File: config.mk
export PLATFORM = sky130hd
export DESIGN_NAME = uart_tx_buffered_flat
export DESIGN_NICKNAME = d
export VERILOG_FILES = /design/src/rtl/uart_tx_if.sv /design/src/rtl/uart_tx_buffered.sv /design/src/flat_wrapper.sv
export SDC_FILE = /design/constraint.sdc
export NUM_CORES = 1
export LEC_CHECK = 0
export ABC_AREA = 1
export ABC_CLOCK_PERIOD_IN_PS = 4400
export CAP_MARGIN = 20
export CORE_AREA = 2 2 67 69
export CTS_CLUSTER_SIZE = 20
export DETAILED_ROUTE_END_ITERATION = 6
export DIE_AREA = 0 0 69 71
export PLACE_DENSITY = 0.87
export REMOVE_ABC_BUFFERS = 1
export SYNTH_ARGS = -nofsm -noshare
export SYNTH_HDL_FRONTEND = slang
export SYNTH_SLANG_ARGS = --single-unit
export TNS_END_PERCENT = 100
File: constraint.sdc
create_clock -name clk -period 4.4 [get_ports clk]
set_clock_uncertainty 0.1 [all_clocks]
set_input_delay 1.1 -clock clk [delete_from_list [all_inputs] [get_ports clk]]
set_output_delay 1.1 -clock clk [all_outputs]
set_load 0.02 [all_outputs]
File: src/rtl/uart_tx_if.sv
// Byte-wide ready/valid handshake feeding the buffered UART transmitter.
// The producer drives data_in/data_in_valid; the transmitter answers with data_in_ready.
interface uart_tx_if;
    logic [7:0] data_in;
    logic       data_in_valid;
    logic       data_in_ready;

    modport master (output data_in, output data_in_valid, input  data_in_ready);
    modport slave  (input  data_in, input  data_in_valid, output data_in_ready);
endinterface

File: src/rtl/uart_tx_buffered.sv
// Buffered UART transmitter: FIFO_DEPTH-entry byte FIFO feeding an 8N1 serial framer.
// Optional feature: define UART_TX_PARITY_EN to append an even-parity bit (8E1 frame).
module uart_tx_buffered #(
    parameter int CLOCK_FREQ = 50_000_000,
    parameter int BAUD_RATE  = 12_500_000,
    parameter int FIFO_DEPTH = 4
) (
    input  logic                        clk,
    input  logic                        reset_n,
    uart_tx_if.slave                    in_if,
    output logic                        serial_out,
    output logic                        tx_busy,
    output logic [$clog2(FIFO_DEPTH):0] fifo_count
);

    localparam int SYMBOL_EDGE_TIME = CLOCK_FREQ / BAUD_RATE;
    localparam int CNT_W = (SYMBOL_EDGE_TIME > 1) ? $clog2(SYMBOL_EDGE_TIME) : 1;
    localparam int PTR_W = $clog2(FIFO_DEPTH);
    localparam int CW    = PTR_W + 1;

    typedef enum logic [2:0] {
        IDLE,
        START,
        DATA,
`ifdef UART_TX_PARITY_EN
        PARITY,
`endif
        STOP
    } state_t;

    state_t             state_q, state_d;
    logic [CNT_W-1:0]   bit_cnt_q, bit_cnt_d;
    logic [2:0]         bit_idx_q, bit_idx_d;
    logic [7:0]         shift_q, shift_d;
    logic               serial_q, serial_d;
    logic [PTR_W-1:0]   wr_ptr_q, rd_ptr_q;
    logic [CW-1:0]      count_q;
    logic [7:0]         mem [FIFO_DEPTH];
    logic [7:0]         head;
    logic               push, pop, bit_last;
`ifdef UART_TX_PARITY_EN
    logic               parity_q, parity_d;
`endif

    // Ready depends only on the registered count, so a pop never frees space in the same cycle
    assign in_if.data_in_ready = (count_q < CW'(FIFO_DEPTH));
    assign push       = in_if.data_in_valid && in_if.data_in_ready;
    assign head       = mem[rd_ptr_q];
    assign bit_last   = (bit_cnt_q == CNT_W'(SYMBOL_EDGE_TIME - 1));
    assign serial_out = serial_q;
    assign tx_busy    = (state_q != IDLE) || (count_q != '0);
    assign fifo_count = count_q;

    always_ff @(posedge clk) begin
        if (push) mem[wr_ptr_q] <= in_if.data_in;
    end

    always_ff @(posedge clk or negedge reset_n) begin
        if (!reset_n) begin
            wr_ptr_q <= '0;
            rd_ptr_q <= '0;
            count_q  <= '0;
        end else begin
            wr_ptr_q <= wr_ptr_q + PTR_W'(push);
            rd_ptr_q <= rd_ptr_q + PTR_W'(pop);
            count_q  <= count_q + CW'(push) - CW'(pop);
        end
    end

    always_ff @(posedge clk or negedge reset_n) begin
        if (!reset_n) begin
            state_q   <= IDLE;
            bit_cnt_q <= '0;
            bit_idx_q <= '0;
            serial_q  <= 1'b1;
        end else begin
            state_q   <= state_d;
            bit_cnt_q <= bit_cnt_d;
            bit_idx_q <= bit_idx_d;
            serial_q  <= serial_d;
        end
    end

    // Shift register holds payload only; a stale value is harmless because IDLE ignores it
    always_ff @(posedge clk) begin
        shift_q  <= shift_d;
`ifdef UART_TX_PARITY_EN
        parity_q <= parity_d;
`endif
    end

    always_comb begin
        state_d   = state_q;
        bit_cnt_d = bit_cnt_q;
        bit_idx_d = bit_idx_q;
        shift_d   = shift_q;
        pop       = 1'b0;
`ifdef UART_TX_PARITY_EN
        parity_d  = parity_q;
`endif
        if (state_q != IDLE) bit_cnt_d = bit_last ? '0 : bit_cnt_q + CNT_W'(1);

        case (state_q)
            IDLE: begin
                if (count_q != '0) begin
                    pop       = 1'b1;
                    state_d   = START;
                    bit_cnt_d = '0;
                end
            end
            START: begin
                if (bit_last) begin
                    state_d   = DATA;
                    bit_idx_d = '0;
                end
            end
            DATA: begin
                if (bit_last) begin
                    shift_d = {1'b0, shift_q[7:1]};
                    if (bit_idx_q == 3'd7) begin
`ifdef UART_TX_PARITY_EN
                        state_d = PARITY;
`else
                        state_d = STOP;
`endif
                    end else begin
                        bit_idx_d = bit_idx_q + 3'd1;
                    end
                end
            end
`ifdef UART_TX_PARITY_EN
            PARITY: begin
                if (bit_last) state_d = STOP;
            end
`endif
            STOP: begin
                // Chain straight into the next start bit so frames leave with no idle gap
                if (bit_last) begin
                    if (count_q != '0) begin
                        pop     = 1'b1;
                        state_d = START;
                    end else begin
                        state_d = IDLE;
                    end
                end
            end
            default: state_d = IDLE;
        endcase

        if (pop) begin
            shift_d  = head;
`ifdef UART_TX_PARITY_EN
            parity_d = ^head;
`endif
        end

        case (state_d)
            START:   serial_d = 1'b0;
            DATA:    serial_d = shift_d[0];
`ifdef UART_TX_PARITY_EN
            PARITY:  serial_d = parity_d;
`endif
            default: serial_d = 1'b1;
        endcase
    end

endmodule

File: src/flat_wrapper.sv
// flat-port wrapper written by rule: the top's interface ports become plain ports
module uart_tx_buffered_flat 
#(
    parameter int CLOCK_FREQ = 50_000_000,
    parameter int BAUD_RATE  = 12_500_000,
    parameter int FIFO_DEPTH = 4
)
  (clk, reset_n, serial_out, tx_busy, fifo_count, in_if_data_in, in_if_data_in_valid, in_if_data_in_ready);
  uart_tx_if in_if_i ();
  input  logic clk;
  input  logic reset_n;
  output logic serial_out;
  output logic tx_busy;
  output logic [$clog2(FIFO_DEPTH):0] fifo_count;
  input wire logic [$bits(in_if_i.data_in)-1:0] in_if_data_in;
  input wire logic [$bits(in_if_i.data_in_valid)-1:0] in_if_data_in_valid;
  output wire logic [$bits(in_if_i.data_in_ready)-1:0] in_if_data_in_ready;
  assign in_if_i.data_in = in_if_data_in;
  assign in_if_i.data_in_valid = in_if_data_in_valid;
  assign in_if_data_in_ready = in_if_i.data_in_ready;
  uart_tx_buffered #(.CLOCK_FREQ(CLOCK_FREQ), .BAUD_RATE(BAUD_RATE), .FIFO_DEPTH(FIFO_DEPTH)) u_core (.clk(clk), .reset_n(reset_n), .in_if(in_if_i), .serial_out(serial_out), .tx_busy(tx_busy), .fifo_count(fifo_count));
endmodule
==> impl_summary.log, run 1 <==
[metrics] required time worst endpoint: 3.20 ns
[metrics] start-to-end type of the worst setup path: flop to output port
[metrics] FF-to-FF path depth: 9
[metrics] syn_area_per_cell: 11.4 sq um
[metrics] Max FO, Critical Path: 5
[metrics] Net count, final: 253
[metrics] power density over the cells: 579 nW/um^2
[metrics] residual antenna-violating net count after detailed routing: 0
[metrics] GRT Residual Overflow: 0
[metrics] total iterations of the first detailed-routing run: 4
[metrics] max capacitance violation total: 0
[metrics] clock tree from TritonCTS: yes
[metrics] critical path endpoint category: output port
[metrics] clock root buffer: clkbuf_8
[metrics] final hold violation count: 0
[metrics] pin slew with the least headroom to its limit: 1.01 ns
[metrics] total of endpoints with negative setup slack in the final report: 0
[metrics] Setup crit start kind: flop
[metrics] via count of the routed design: 1,530
[metrics] Area Growth Syn to Fin: 11.4%
[metrics] wire length of the first global-routing pass: 6.65 mm
[metrics] Final Routed Wirelength: 4.14 mm
[metrics] layout cell share with drive strength beyond 1: 0.114
[metrics] most frequent standard cell in the layout excluding fill and tap cells: edfxtp_1
[metrics] x dimension of the die: 69 um
[metrics] Initial DRC Count: 134
[metrics] startpoint of the lowest-slack hold path: u_core.fifo_count[2]
[metrics] Max transition margin: 0.321
[metrics] area enclosed by the die boundary: 4900 sq um
[metrics] type of the most critical hold path: flop to flop
[metrics] part of the Yosys area used for sequential elements: 0.647
[metrics] static leakage power: 1.11 nW
[metrics] antenna violations before repair: 0
[metrics] cts-stage hold buffer count: 0
[metrics] RSZ-0062 raised after global routing: false
[metrics] Core ar.: 4200 sq um
[metrics] Hold EP: u_core.fifo_count[2]
[metrics] Setup TNS: 0 ns
[metrics] Critical Path AT: 1.92 ns
[metrics] number of clock buffers inserted by TritonCTS: 5
[metrics] unique cell type count in the Yosys netlist: 32
[metrics] number of non-filler instances in the completed layout: 288
[metrics] Buffers on Ports: 16
[metrics] status: complete, no violations
[metrics] filler instances: 330
[metrics] Peak supply drop: 0.454 mV
[metrics] clock transition at the registers of the reported paths: 0.10 ns
[metrics] minimum setup slack among reg-to-reg paths: 1.88 ns
[metrics] weighted congestion at the end of routability-driven global placement: 0.918
[metrics] detailed-placement wirelength estimate: 3.10 mm
[metrics] ant diodes: 0
[metrics] hold_ws: 0.397 ns
[metrics] post-synthesis sequential element count: 56
[metrics] I/O pins: 17
[metrics] Achievable Freq: 0.320 GHz
[metrics] largest net degree at the start of global routing: 19
[metrics] vias per cell: 5.31
[metrics] overall global routing resource usage: 0.181
[metrics] Placed Cells incl. Taps: 280
[metrics] number of H-tree levels: 2
[metrics] total clock sinks: 56
[metrics] Clock Tree Buf Depth: 2
[metrics] Starting Density: 0.586
[metrics] post-CTS sizing: 0
[metrics] final worst-path cycle share: 0.709
[metrics] wire length per cell after detailed routing: 14.4 um
[metrics] netlist area before placement: 2460 sq um
[metrics] cell count after synthesis: 217
[metrics] yosys warns: 0
[metrics] total count of max-transition violations in the final report: 0
[metrics] most frequent cells in the layout: edfxtp_1 (39), nand2_1 (35), nor2_1 (20), inv_1 (18), clkdlybuf4s50_1 (16)
[metrics] Skew-Pair Late Insertion Delay: 0.31 ns
[metrics] via count of the first global-routing pass: 1,465
[metrics] DRC violations left: 0
[metrics] number of standard-cell rows in the floorplan: 24
[metrics] post-CTS setup repair buffer count: 0
[metrics] Total Power Consumption: 1.59 mW
[metrics] number of cells on the worst hold path: 1
[metrics] die extent in y: 71 um
[metrics] endpoint of the worst register-to-register path: u_core.fifo_count[2]
[metrics] min Tclk post-route: 3.12 ns
[metrics] worst reg2reg path startpoint: u_core.bit_cnt_q[0]
==> where the power goes <==
| part | switching, mW | total (mW) | leakage [nW] | internal [mW] |
|---|---|---|---|---|
| Sequential | 0.0887 | 0.786 | 0.563 | 0.697 |
| Combinational | 0.328 | 0.526 | 0.497 | 0.198 |
| Clock | 0.163 | 0.277 | 0.0485 | 0.114 |
| Total | 0.579 | 1.59 | 1.11 | 1.01 |
==> synthesized netlist by cell type <==
| cell type | number | share of area |
|---|---|---|
| o21ai_1 | 5 | 0.010 |
| dfxtp_1 | 1 | 0.0081 |
| dfstp_2 | 1 | 0.011 |
| inv_2 | 3 | 0.0046 |
| nand4_1 | 1 | 0.0025 |
| buf_4 | 2 | 0.0061 |
| inv_1 | 18 | 0.027 |
| buf_6 | 1 | 0.0046 |
| nor2_2 | 4 | 0.010 |
| nand3_1 | 15 | 0.030 |
| conb_1 | 1 | 0.0015 |
| a31oi_1 | 1 | 0.0025 |
| buf_2 | 2 | 0.0041 |
| nand3_2 | 2 | 0.0081 |
| ha_1 | 6 | 0.030 |
| nand2_2 | 3 | 0.0076 |
| xor2_1 | 4 | 0.014 |
| nor2_1 | 20 | 0.030 |
| nand2_1 | 35 | 0.053 |
| nor3_1 | 4 | 0.0081 |
| fa_1 | 1 | 0.0081 |
| o21ai_0 | 15 | 0.030 |
| xnor2_1 | 1 | 0.0036 |
| or2_2 | 1 | 0.0025 |
| o22ai_1 | 6 | 0.015 |
| a21oi_4 | 1 | 0.0066 |
| a21o_1 | 1 | 0.0030 |
| o211ai_1 | 1 | 0.0030 |
| a21oi_1 | 3 | 0.0061 |
| nand2_4 | 4 | 0.018 |
| dfrtp_1 | 15 | 0.15 |
| edfxtp_1 | 39 | 0.48 |
==> area by class of cell <==
type                            instances  area, sq um  share of cell area
Sequential cell                        56         1590               0.580
Multi-Input combinational cell        135          756               0.275
Timing Repair Buffer                   16          160              0.0584
Inverter                               21         78.8              0.0287
Clock buffer                            5         68.8              0.0251
Tap cell                               52         65.1              0.0237
Clock inverter                          3         22.5             0.00821
==> worst max path at each step <==
stage | from | endpoint | cells after the start
global placement | in_if_data_in_valid | u_core.mem[2][2] | 3
global route | u_core.fifo_count[2] | tx_busy | 4
finish | u_core.state_q[1] | tx_busy | 4
floorplan | u_core.fifo_count[2] | u_core.fifo_count[2] | 10
detailed placement | in_if_data_in_valid | u_core.mem[1][0] | 3
CTS | u_core.state_q[1] | tx_busy | 4
==> metal layers <==
| layer | vias to the layer above | share of wire | track usage |
|---|---|---|---|
| li1 | 774 | - | - |
| met1 | 693 | 0.42 | 0.205 |
| met2 | 51 | 0.50 | 0.301 |
| met3 | 12 | 0.047 | 0.0570 |
| met4 | 0 | 0.033 | 0.109 |
| met5 | - | 0 | 0 |
==> cells by family (layout without fill, tap and decap cells) <==
| logic type | Yosys count | count (layout) | synth area share |
|---|---|---|---|
| and+or+nand+nor | 89 | 89 | 0.172 |
| AOI/OAI and AO/OA | 33 | 33 | 0.0772 |
| xor gates and xnor gates | 5 | 5 | 0.0178 |
| adders and majority gates | 7 | 7 | 0.0386 |
| buffers and inverters | 26 | 45 | 0.0467 |
| DFF | 56 | 56 | 0.647 |
| other | 1 | 1 | 0.00152 |
==> flip-flops by register name (all words and copies together), names as in the netlist <==
| signal | flops |
|---|---|
| u_core.serial_out | 1 |
| u_core.shift_q | 8 |
| u_core.state_q | 3 |
| u_core.mem | 32 |
| u_core.rd_ptr_q | 2 |
| u_core.fifo_count | 3 |
| u_core.wr_ptr_q | 2 |
| u_core.bit_idx_q | 3 |
| u_core.bit_cnt_q | 2 |
==> worst max-delay path, cell delays in order (launching register included) <==
cell and delay [ns]:
dfrtp_1 0.45, nor2_2 0.18, nand2_2 0.10, or2_2 0.33, clkdlybuf4s50_1 0.55
==> per-stage QoR <==
| stage | utilization | setup slack, ns | instance area (sq um) |
|---|---|---|---|
| 3_3_place_gp | 0.631 | 1.47 | 2650 |
| 5_1_grt | 0.653 | 1.18 | 2740 |
| 2_1_floorplan | - | 1.92 | 2430 |
| 3_5_place_dp | 0.631 | 1.41 | 2650 |
| 6_report | 0.653 | 1.28 | 2740 |
| 4_1_cts | 0.653 | 1.27 | 2740 |
No activity file was read; power rests on OpenSTA's default activity.
==> run 2: changes to the inputs <==
--- a/config.mk
+++ b/config.mk
@@ -6,13 +6,13 @@
 export NUM_CORES = 1
 export LEC_CHECK = 0
 export ABC_AREA = 1
-export ABC_CLOCK_PERIOD_IN_PS = 4400
+export ABC_CLOCK_PERIOD_IN_PS = 2800
 export CAP_MARGIN = 20
-export CORE_AREA = 2 2 67 69
+export CORE_AREA = 2 2 72 74
 export CTS_CLUSTER_SIZE = 20
 export DETAILED_ROUTE_END_ITERATION = 6
-export DIE_AREA = 0 0 69 71
-export PLACE_DENSITY = 0.87
+export DIE_AREA = 0 0 74 76
+export PLACE_DENSITY = 0.8
 export REMOVE_ABC_BUFFERS = 1
 export SYNTH_ARGS = -nofsm -noshare
 export SYNTH_HDL_FRONTEND = slang
==> constraint.sdc (replaced) <==
create_clock -name clk -period 2.8 [get_ports clk]
set_clock_uncertainty 0.1 [all_clocks]
set_input_delay 0.7 -clock clk [delete_from_list [all_inputs] [get_ports clk]]
set_output_delay 0.7 -clock clk [all_outputs]
set_load 0.02 [all_outputs]
==> run 2 against run 1 <==
First-iteration DRC count down 46%; wire length is 1.1% higher; die area is 15% higher; largest cell class unchanged; clock power rose by 58%.
==> impl_summary.log, run 2 (synthesis gave the netlist of run 1 again) <==
[metrics] combinational share of power: 0.339 (was 0.331)
[metrics] wire length per cell after detailed routing: 13.5 um (was 14.4 um)
[metrics] Achievable Freq: 0.411 GHz
[metrics] min Tclk post-route: 2.43 ns
[metrics] power density over the cells: 898 nW/um^2 (was 579 nW/um^2)
[metrics] residual antenna-violating net count after detailed routing: 0 (unchanged)
[metrics] Max FO, Critical Path: 10 (was 5)
[metrics] delay of the slowest cell on the worst path: 0.43 ns (was 0.55 ns)
[metrics] via count of the first global-routing pass: 1,552 (was 1,465)
[metrics] clock tree from TritonCTS: yes (unchanged)
[metrics] Buffers on Ports: 16 (unchanged)
[metrics] Setup TNS: 0 ns (unchanged)
[metrics] Core ar.: 4910 sq um (was 4200 sq um)
[metrics] most frequent cells in the layout: edfxtp_1 (39), nand2_1 (35), nor2_1 (20), inv_1 (18) (was edfxtp_1 (39), nand2_1 (35), nor2_1 (20), inv_1 (18), clkdlybuf4s50_1 (16))
[metrics] detailed-placement wirelength estimate: 2.96 mm (was 3.10 mm)
[metrics] internal power: 1.60 mW (was 1.01 mW)
[metrics] chain of cells forming the critical path: inv_1 -> nand3_1 -> nand3_1 -> nand2_4 -> ha_1 -> inv_1 -> ha_1 -> fa_1 -> xnor2_1 -> xor2_1 (was nor2_2 -> nand2_2 -> or2_2 -> clkdlybuf4s50_1)
[metrics] cts-stage hold buffer count: 0 (unchanged)
[metrics] post-placement cell area: 2710 sq um (was 2650 sq um)
[metrics] start-to-end type of the worst setup path: flop to flop (was flop to output port)
[metrics] overall global routing resource usage: 0.164 (was 0.181)
[metrics] total of endpoints with negative setup slack in the final report: 0 (unchanged)
[metrics] vias per cell: 5.00 (was 5.31)
[metrics] max capacitance violation total: 0 (unchanged)
[metrics] flip-flop count of the largest register, all copies and words added: 32 (unchanged)
[metrics] Net count, final: 258 (was 253)
[metrics] Total Power Consumption: 2.52 mW (was 1.59 mW)
[metrics] Critical Path AT: 2.58 ns (was 1.92 ns)
[metrics] wire length of the first global-routing pass: 6.95 mm (was 6.65 mm)
[metrics] standard cell with the maximum stage delay on the critical path: dfrtp_1 (was clkdlybuf4s50_1)
[metrics] pin slew with the least headroom to its limit: 0.757 ns (was 1.01 ns)
[metrics] clock root buffer: clkbuf_8 (unchanged)
[metrics] buffering stage count on the worst path with inverters included: 2 (was 1)
[metrics] status: complete, no violations (unchanged)
[metrics] final hold violation count: 0 (unchanged)
[metrics] total clock sinks: 56 (unchanged)
[metrics] die extent in y: 76 um (was 71 um)
[metrics] required time worst endpoint: 2.95 ns (was 3.20 ns)
[metrics] weighted congestion at the end of routability-driven global placement: 0.824 (was 0.918)
[metrics] total count of max-transition violations in the final report: 0 (unchanged)
[metrics] total iterations of the first detailed-routing run: 4 (unchanged)
[metrics] net switching power of the design: 927 uW (was 579 uW)
[metrics] post-layout instance area: 2810 sq um (was 2740 sq um)
[metrics] Setup crit start kind: flop (unchanged)
[metrics] Area Growth Syn to Fin: 14.0% (was 11.4%)
[metrics] Sequential Power Share: 0.487 (was 0.494)
[metrics] Initial DRC Count: 72 (was 134)
[metrics] final worst-path cycle share: 0.869
[metrics] most frequent standard cell in the layout excluding fill and tap cells: edfxtp_1 (unchanged)
[metrics] layout cell share with drive strength beyond 1: 0.133 (was 0.114)
[metrics] Skew-Pair Late Insertion Delay: 0.31 ns (about the same)
[metrics] clock transition at the registers of the reported paths: 0.10 ns (about the same)
[metrics] ant diodes: 0 (unchanged)
[metrics] Top reg by flops: u_core.mem (unchanged)
[metrics] number of standard-cell rows in the floorplan: 26 (was 24)
[metrics] largest net degree at the start of global routing: 19 (unchanged)
[metrics] Clock Tree Buf Depth: 2 (unchanged)
[metrics] critical path endpoint category: flop (was output port)
[metrics] DRC violations left: 0 (unchanged)
[metrics] area enclosed by the die boundary: 5620 sq um (was 4900 sq um)
[metrics] static leakage power: 1.13 nW (was 1.11 nW)
[metrics] Max transition margin: 0.494 (was 0.321)
[metrics] RSZ-0062 raised after global routing: false (unchanged)
[metrics] number of H-tree levels: 2 (unchanged)
[metrics] Final Routed Wirelength: 4.19 mm (was 4.14 mm)
[metrics] number of non-filler instances in the completed layout: 311 (was 288)
[metrics] share of power burned in the clock network: 0.174 (about the same)
[metrics] number of clock buffers inserted by TritonCTS: 5 (unchanged)
[metrics] Placed Cells incl. Taps: 303 (was 280)
[metrics] via count of the routed design: 1,556 (was 1,530)
[metrics] top cell family by delay on the critical path: adder cells (was simple AND/OR/NAND/NOR gates)
[metrics] Peak supply drop: 0.499 mV (was 0.454 mV)
[metrics] hold_ws: 0.387 ns (was 0.397 ns)
[metrics] largest registers in the final layout: u_core.mem (32), u_core.shift_q (8) (unchanged)
[metrics] switching share of power: 0.367 (was 0.365)
[metrics] I/O pins: 17 (unchanged)
[metrics] x dimension of the die: 74 um (was 69 um)
[metrics] GRT Residual Overflow: 0 (unchanged)
[metrics] antenna violations before repair: 0 (unchanged)
[metrics] type of the most critical hold path: flop to flop (unchanged)
[metrics] Starting Density: 0.502 (was 0.586)
## run 2: path summary, 6_finish.rpt
kind,start,endpoint,slack (ns),cells past startpoint
hold / removal,u_core.bit_cnt_q[0],u_core.bit_cnt_q[0],0.39,1
max in group asynchronous,reset_n,u_core.wr_ptr_q[0],1.40,1
min in group asynchronous,reset_n,u_core.state_q[1],0.72,1
setup reg to reg,u_core.fifo_count[1],u_core.fifo_count[2],0.37,10
setup / recovery,u_core.fifo_count[1],u_core.fifo_count[2],0.37,10
hold reg to reg,u_core.bit_cnt_q[0],u_core.bit_cnt_q[0],0.39,1
## run 2: cell type report
| class | instances | area, sq um |
|---|---|---|
| Clock buffer | 5 | 68.8 |
| Clock inverter | 3 | 23.8 |
| Fill cell | 405 | 2100 |
| Inverter | 21 | 78.8 |
| Multi-Input combinational cell | 135 | 756 |
| Sequential cell | 56 | 1590 |
| Tap cell | 70 | 87.6 |
| Timing Repair Buffer | 21 | 200 |
## run 2: routing by layer
| layer | share of wire | GRT usage | up-vias |
|---|---|---|---|
| met4 | 0.017 | 0.0582 | 0 |
| met1 | 0.43 | 0.202 | 731 |
| met5 | 0 | 0 | - |
| li1 | - | - | 784 |
| met2 | 0.51 | 0.282 | 32 |
| met3 | 0.039 | 0.0331 | 9 |
## run 2: repair_timing
action                     4_1_cts  5_1_grt
resized for setup                0        1
buffers inserted                 0        0
setup endpoints to repair        0        1
## run 2: power by group through the flow
stage	registers (mW)	clock network [mW]	logic, mW
floorplan	1.25	0	0.556
global placement	1.24	0	0.825
detailed placement	1.24	0	0.865
CTS	1.23	0.444	0.868
global route	1.25	0.487	0.969
finish	1.23	0.439	0.854
## run 2: stage by stage
stage | worst slack (ns) | utilization
global placement | 0.406 | 0.552
CTS | 0.0411 | 0.571
floorplan | 0.323 | -
global route | 0.160 | 0.572
finish | 0.366 | 0.572
detailed placement | 0.364 | 0.552
